===== src/rtl/shift_sequencer.sv =====
// Multi-cycle shift sequencer: iterates single-bit logical, arithmetic or rotate
// shifts over a held 16-bit operand and pulses done with the result and last bit out.
module shift_sequencer #(
  parameter int unsigned WIDTH = 16,
  parameter int unsigned AMT_W = 4
) (
  input  logic             clk,
  input  logic             rst,
  input  logic             start,
  input  logic [WIDTH-1:0] op_a,
  input  logic [AMT_W-1:0] amt,
  input  logic             dir,
  input  logic [1:0]       mode,
  output logic             busy,
  output logic             done,
  output logic [WIDTH-1:0] result,
  output logic             carry
);

  localparam logic [1:0] MODE_ARITH  = 2'b01;
  localparam logic [1:0] MODE_ROTATE = 2'b10;

  typedef enum logic [1:0] {
    IDLE  = 2'd0,
    SHIFT = 2'd1,
    DONE  = 2'd2
  } state_t;

  state_t           state, state_nxt;
  logic [WIDTH-1:0] sreg, sreg_nxt;
  logic [AMT_W-1:0] cnt, cnt_nxt;
  logic             dir_q, dir_nxt;
  logic [1:0]       mode_q, mode_nxt;
  logic             carry_nxt;
  logic             fill;

  // State, datapath and registered outputs
  always_ff @(posedge clk or posedge rst) begin
    if (rst) begin
      state  <= IDLE;
      sreg   <= '0;
      cnt    <= '0;
      dir_q  <= 1'b0;
      mode_q <= 2'b00;
      carry  <= 1'b0;
      busy   <= 1'b0;
      done   <= 1'b0;
    end else begin
      state  <= state_nxt;
      sreg   <= sreg_nxt;
      cnt    <= cnt_nxt;
      dir_q  <= dir_nxt;
      mode_q <= mode_nxt;
      carry  <= carry_nxt;
      busy   <= (state_nxt == SHIFT);
      done   <= (state_nxt == DONE);
    end
  end

  // Next-state and datapath update
  always_comb begin
    state_nxt = state;
    sreg_nxt  = sreg;
    cnt_nxt   = cnt;
    dir_nxt   = dir_q;
    mode_nxt  = mode_q;
    carry_nxt = carry;
    fill      = 1'b0;

    case (state)
      IDLE, DONE: begin
        if (start) begin
          sreg_nxt  = op_a;
          cnt_nxt   = amt;
          dir_nxt   = dir;
          mode_nxt  = mode;
          carry_nxt = 1'b0;
          state_nxt = (amt != '0) ? SHIFT : DONE;
        end else begin
          state_nxt = IDLE;
        end
      end

      SHIFT: begin
        // Reserved mode 11 falls through to the logical path
        if (mode_q == MODE_ROTATE) begin
          sreg_nxt = dir_q ? {sreg[0], sreg[WIDTH-1:1]}
                           : {sreg[WIDTH-2:0], sreg[WIDTH-1]};
        end else if (dir_q) begin
          fill     = (mode_q == MODE_ARITH) ? sreg[WIDTH-1] : 1'b0;
          sreg_nxt = {fill, sreg[WIDTH-1:1]};
        end else begin
          sreg_nxt = {sreg[WIDTH-2:0], 1'b0};
        end
        carry_nxt = dir_q ? sreg[0] : sreg[WIDTH-1];
        cnt_nxt   = cnt - AMT_W'(1);
        if (cnt == AMT_W'(1)) begin
          state_nxt = DONE;
        end
      end

      default: state_nxt = IDLE;
    endcase
  end

  assign result = sreg;

endmodule


===== config.mk =====
export PLATFORM = sky130hd
export DESIGN_NAME = shift_sequencer
export DESIGN_NICKNAME = d
export VERILOG_FILES = /design/src/rtl/shift_sequencer.sv
export SDC_FILE = /design/constraint.sdc
export NUM_CORES = 1
export LEC_CHECK = 0
export ABC_AREA = 1
export BUFFER_PORTS_ARGS = -buffer_cell sky130_fd_sc_hd__buf_2
export CORE_MARGIN = 3
export CORE_UTILIZATION = 49
export CTS_BUF_LIST = sky130_fd_sc_hd__clkbuf_4
export DETAILED_ROUTE_END_ITERATION = 10
export GPL_ROUTABILITY_DRIVEN = 0
export GPL_TIMING_DRIVEN = 0
export PLACE_DENSITY = 0.76
export SETUP_SLACK_MARGIN = 0.5
export SLEW_MARGIN = 10
export SYNTH_ARGS = -nofsm -noshare
export SYNTH_HDL_FRONTEND = slang
export SYNTH_SLANG_ARGS = --single-unit

===== constraint.sdc =====
create_clock -name clk -period 2.09 [get_ports clk]
set_input_delay 0 -clock clk [delete_from_list [all_inputs] [get_ports clk]]
set_output_delay 0 -clock clk [all_outputs]
set_load 0.005 [all_outputs]

==> results of run 1 <==
logic make-up (layout without fill, tap and decap cells):
kind of cell / after synthesis / after routing / share of synthesized area, %
DFF: 28 / 28 / 44.6
and+or+nand+nor: 88 / 88 / 23.8
xor gates and xnor gates: 1 / 1 / 0.558
adders and majority gates: 2 / 2 / 1.59
buffers and inverters: 37 / 107 / 12.4
AOI/OAI and AO/OA: 43 / 43 / 17.1
cells in the final DEF, fill, tap and decap left out, drive strengths merged, types with 2 or more instances in the layout:
cell          n
a21oi         2
nand3        19
ha            2
o21ai        24
nand2        55
nor2         10
o211ai        2
clkbuf        3
inv          26
dfrtp        28
a22oi        14
dlygate4sd3  22
buf          54
routing by layer:
| layer | vias to the layer above | track usage, % | routed length, um |
|---|---|---|---|
| met5 | - | 0 | 0 |
| met4 | 0 | 6.34 | 50 |
| met3 | 8 | 5.04 | 242 |
| met2 | 57 | 33.8 | 1910 |
| met1 | 736 | 29.8 | 1830 |
| li1 | 794 | - | - |
worst reg2reg max path, stage by stage, from the launching register on:
cell	delay (ns)
dfrtp_1	0.41
inv_1	0.09
ha_1	0.13
nor3b_1	0.36
nand3_1	0.14
o21ai_0	0.10
cells in the mapped netlist, types with 2 or more instances:
cell type and instances:
nand3_1 19, o21ai_1 8, o211ai_1 2, a21oi_1 2, nand2_1 52, nor2_1 10
buf_6 4, o21ai_0 16, inv_2 3, ha_1 2, nand2_2 3, a22oi_1 12
buf_2 4, a22oi_2 2, inv_1 23, dfrtp_1 28
power by group through the flow:
| stage | Sequential [W] | Clock, W | Combinational [W] |
|---|---|---|---|
| floorplan | 0.000996 | 0 | 0.00131 |
| global placement | 0.000982 | 0 | 0.00181 |
| detailed placement | 0.000989 | 0 | 0.00184 |
| CTS | 0.000977 | 0.000361 | 0.00188 |
| global route | 0.00102 | 0.000383 | 0.00214 |
| finish | 0.000983 | 0.000354 | 0.00189 |
final cells by class:
cell class | instances | share of cell area (%)
Sequential cell | 28 | 33.1
Multi-Input combinational cell | 134 | 31.9
Timing Repair Buffer | 66 | 20.8
Inverter | 27 | 5.03
Buffer | 10 | 4.14
Tap cell | 42 | 2.48
Clock inverter | 1 | 1.42
Clock buffer | 3 | 1.06
what timing repair did:
action / CTS / global route
buffers inserted: 0 / 0
hold buffers: 22 / 0
endpoints found under the hold margin: 50 / 0
per-stage QoR:
| step | power (W) | util (%) | area (sq um) | worst slack, ns | std cells |
|---|---|---|---|---|---|
| 3_3_place_gp | 0.00279 | 63.5 | 1840 | 0.882 | 285 |
| 2_1_floorplan | 0.00231 | - | 1570 | 1.03 | 199 |
| 6_report | 0.00322 | 73.0 | 2120 | 0.821 | 311 |
| 4_1_cts | 0.00322 | 73.0 | 2120 | 0.821 | 311 |
| 3_5_place_dp | 0.00283 | 63.5 | 1840 | 0.851 | 285 |
| 5_1_grt | 0.00354 | 73.0 | 2120 | 0.706 | 311 |
path summary, 6_finish.rpt:
path / startpoint / to / slack, ns / cells past startpoint
worst max-delay path: cnt[1] / state[1] / 0.82 / 5
min in group asynchronous: rst / done / 0.41 / 3
worst max register to register: cnt[1] / state[1] / 0.82 / 5
max in group asynchronous: rst / result[7] / 1.06 / 3
worst min register to register: carry / carry / 0.50 / 1
worst min-delay path: op_a[5] / result[5] / 0.01 / 3
flip-flops by register name, indices dropped and copies added (netlist names):
signal	count
carry	1
mode_q	2
result	16
done	1
busy	1
state	2
cnt	4
dir_q	1
==> impl_results.md, run 1 <==
- Initial antenna violation count: 0
- Sw Share: a little over two fifths
- Routed length per instance: 12.9 um
- CP Class: reg -> reg
- Die Span X: 62.6 um
- Fillers: 238
- Synth-to-layout area growth: 34.7%
- Synth warn: 0
- Sequential share of the synthesized area: between 40 and 50%
- Clock Skew: approximately 0.018 ns
- Number of global-route vias before repair: 1,495
- ANT cells: 0
- Worst-path clk slew: 0.16 ns
- Crit path max fanout: 3
- Fin crit period: around 1.3 ns
- Seq cells post-synth: 28
- Logic pwr share: 58.5%
- Arrival @ worst endpoint: between 1.5 and 2 ns
- CTS resizes: 0
- CTS tree: done
- Clock insertion delay at the later pin of the skew report: between 0.3 and 0.4 ns
- Worst vdd ir: about 0.00092 V
- H-tree Lvls: 1
- Root Buffer: clkbuf_4
- Hold WC Path Type: in -> reg
- First-pass GRT wire length: 6890 um
- Total congestion overflow: 0
- Vias: around 1,600
- Synth Instances: 199
- Area contributors post-synth: dfrtp_1 45%, nand2_1 12%, nand3_1 6.1%
- Antenna Nets Post-Route: 0
- Sequential Area: 701 sq um
- Syn Nets: 227
- Final hold violations: 0
- Required time of the critical path: about 2.4 ns
- Final Cycle Share: roughly three fifths
- CP delay by family, top: simple AND/OR/NAND/NOR gates
- Dominant cell type by area after synthesis: dfrtp_1
- Max-slew violations: 0
- Pwr dens: roughly 1500 nW/um^2
- Max-Cap Viols: 0
- Gr usage total: 21.6%
- Sw power: ~0.0014 W
- Yosys cell types: 25
- # port buffers: 44
- Setup tns final: 0 ns
- Clock share of power: 11.0%
- Outcome: finished clean
- CTS buffer count: 3
- FMAX: roughly 790 MHz
- Post-synth EDFFs: 0
- Synth Area per Inst: about 7.9 sq um
- DRT iter0 DRCs: around 90
- Area share of the largest cell type after synthesis: 44.6%
- Area of the multi-input gates: ~680 sq um
- Die Y: between 60 and 70 um
- CP Launch Type: flip-flop
- Leak pwr: between 1 and 1.5 nW
- Setup crit end kind: flip-flop
- Ys async rst share: 100%
- Final setup violation count: 0
- Site Rows: 19
- WHS: roughly 0.012 ns
- DPL Wire Length: 2780 um
- Worst-Margin Slew: around 1 ns
- Pin count of the biggest net entering global routing: 29
- Worst path max stage delay: slightly above 0.4 ns
- IO Count: 45
- Clk sinks: 28
- Main synth FF type: dfrtp_1
- CP cell instances: inv_1 -> ha_1 -> nor3b_1 -> nand3_1 -> o21ai_0
- Worst slew margin: between 30% and 40%
- Die ar.: just under 4000 sq um
- Vias per cell: 5.13
- Share of cells above drive strength 1: between 20% and 30%
- Initial Utilization: 54.1%
- Initial DRT Pass Iterations: 4
- Synth Cell Area: ~1600 sq um
- RSZ-0062 raised after global routing: no
- Routed Wire Length: between 4000 and 5000 um
- Core area: between 2000 and 3000 sq um
- Nets@finish: about 300
- Drc violations: 0
- CP max-delay cell: dfrtp_1
- Internal: roughly 0.0018 W
- WP buf/inv: 1
- Sequential Power Share: a little under a third
- Clock Tree Buf Depth: 2
(Power assumes the default switching activity.)
==> run 2, diff against run 1 <==
- CORE_UTILIZATION: 49 -> 48
- PLACE_DENSITY: 0.76 -> 0.78
- clock period: 2.09 -> 1.1 ns (I/O delays scaled with it)
==> impl_results.md, run 2 (synthesis results as in run 1) <==
- Nets@finish: 302 (+1.3%)
- # port buffers: 44 (unchanged)
- Die Y: 63.2 um (+0.93%)
- Clock Skew: 0.00230 ns (-0.0157 ns)
- WHS: -0.300 ns (-0.313 ns)
- Setup tns final: -1.35 ns (-1.35 ns)
- CP delay by family, top: simple AND/OR/NAND/NOR gates
- CP Class: reg -> reg
- Cell mode on critical path: nand2_1
- Clk sinks: 28 (unchanged)
- Synth-to-layout area growth: 57.8%
- FMAX: 819 MHz (+3.9%)
- Total congestion overflow: 0 (unchanged)
- Root Buffer: clkbuf_4
- Final setup violation count: 28 (+28)
- Initial antenna violation count: 0 (unchanged)
- Required time of the critical path: 1.35 ns (-1.01 ns)
- Worst Reg-to-Reg Cells: 7 (+2)
- Core area: 3080 sq um (+6.1%)
- Worst slew margin: 59.0% (+25 points)
- Arrival @ worst endpoint: 1.47 ns (-0.07 ns)
- RSZ-0062 raised after global routing: yes
- DP Cell Count: 287 (+0.70%)
- Max-slew violations: 0 (unchanged)
- Final hold violations: 38 (+38)
- Worst path depth: 7 (+2)
- Clock insertion delay at the later pin of the skew report: 0.34 ns (about the same)
- Violated checks: negative hold slack, negative setup slack
- Sequential Area: 701 sq um (unchanged)
- Routed Wire Length: 5450 um (+35%)
- Fillers: 191 (-20%)
- CTS buffer count: 3 (unchanged)
- WP buf/inv: 2 (+1)
- Worst path max stage delay: 0.41 ns (about the same)
- Crit path max fanout: 5 (+2)
- Drc violations: 0 (unchanged)
- First-pass GRT wire length: 8070 um (+17%)
- Vias per cell: 5.54 (+8.0%)
- Site Rows: 20 (+1)
- Routed length per instance: 17.2 um (+33%)
- Worst vdd ir: 0.00167 V (+81%)
- PnR worst setup slack: -0.121 ns (-0.942 ns)
- CP cell instances: buf_6 -> nand2_8 -> buf_4 -> nor2_1 -> nand2_1 -> nand3_1 -> nand2_1
- Die Span X: 63.2 um (+0.93%)
- DPL Wire Length: 2760 um (-0.54%)
- IO Count: 45 (unchanged)
- CP max-delay cell: dfrtp_1
- Worst-Margin Slew: 0.614 ns (-0.382 ns)
- H-tree Lvls: 1 (unchanged)
- Max-Cap Viols: 0 (unchanged)
- Leak pwr: 1.23 nW (+11%)
- CP Launch Type: flip-flop
- Vias: 1,756 (+10%)
- Pwr dens: 3300 nW/um^2 (+120%)
- Gr usage total: 25.8% (+4.2 points)
- Antenna Nets Post-Route: 0 (unchanged)
- Setup crit end kind: flip-flop
- Fin crit period: 1.22 ns (-0.0481 ns)
- Clock Tree Buf Depth: 2 (unchanged)
- Most frequent cells in the layout: 44 x nand2_1, 44 x buf_2, 28 x dfrtp_1
- Outcome: finished with violations
- Final Cycle Share: 111% (+50 points)
- CTS tree: done
- Final instance area: 2480 sq um (+17%)
- Final cell count without fillers: 317 (+1.9%)
- Number of global-route vias before repair: 1,684 (+13%)
- Initial DRT Pass Iterations: 5 (+1)
- Share of cells above drive strength 1: 45.4% (+21 points)
- ANT cells: 0 (unchanged)
- Largest register FFs: 16 (unchanged)
- Worst-path clk slew: 0.16 ns (about the same)
- Pin count of the biggest net entering global routing: 29 (unchanged)
- Hold_buf cts: 9 (-59%)
- Die ar.: 3990 sq um (+1.9%)
- DRT iter0 DRCs: 124 (+39%)
- Dpl cell area: 1870 sq um (+1.4%)
- Area of the multi-input gates: 895 sq um (+32%)
- Initial Utilization: 51.0% (-3.1 points)
- Hold WC Path Type: in -> async
-- run 2: cell count changes in the layout (fill, tap and decap cells not counted), moves of 5 or more --
cell	before	now
o21ai_0	16	0
dlygate4sd3_1	22	9
o21ai_2	0	13
nand2_1	52	44
buf_4	1	8
buf_6	4	10
o21ai_4	0	5
-- run 2: worst paths after layout --
check / slack, ns / startpoint / endpoint
worst max-delay path: -0.12 / state[0] / result[15]
worst min-delay path: -0.30 / rst / result[6]
worst max register to register: -0.12 / state[0] / result[15]
worst min register to register: 0.58 / result[15] / result[15]
max in group asynchronous: 1.05 / rst / result[3]
min in group clk: -0.06 / op_a[9] / result[9]
-- run 2: power by group --
| part | switching, W | total (W) | leakage, nW | internal, W |
|---|---|---|---|---|
| Sequential | 0.000372 | 0.00193 | 0.337 | 0.00156 |
| Combinational | 0.00301 | 0.00554 | 0.865 | 0.00253 |
| Clock | 0.000326 | 0.000695 | 0.0279 | 0.000369 |
-- run 2: repair_timing --
action,in CTS,in global routing
hold endpoints to repair,51,38
endpoints found under the setup margin,75,47
pin swaps,11,14
gates resized for setup,47,38
gates cloned,4,1
buffers inserted,11,1
-- run 2: area by class of cell --
class | count | share of cell area (%)
buffer | 10 | 5.35
clock buffer | 3 | 0.909
clock inverter | 1 | 1.21
inverter | 27 | 5.15
multi-input combinational | 134 | 36.1
sequential | 28 | 28.3
tap | 44 | 2.22
timing repair buffer | 69 | 20.4
timing repair inverter | 1 | 0.354
-- run 2: per-layer routing --
metal  GRT usage (%)  share of wire (%)  wire (um)  vias up
met5               0                  0          0        -
met4            11.3                2.5        139        0
met3            3.39                8.1        442       11
met2            43.1                 51       2800       97
met1            33.4                 38       2070      848
li1                -                  -          -      800
-- run 2: stage by stage --
stage | setup WS (ns) | hold WS, ns | util (%) | total power, W
6_report | -0.121 | -0.300 | 80.5 | 0.00817
5_1_grt | -0.159 | -0.268 | 80.5 | 0.00873
2_1_floorplan | 0.0433 | 0.0654 | - | 0.00448
4_1_cts | -0.0517 | -0.277 | 75.1 | 0.00727
3_3_place_gp | -0.0509 | 0.212 | 60.7 | 0.00536
3_5_place_dp | -0.0658 | 0.218 | 60.7 | 0.00547
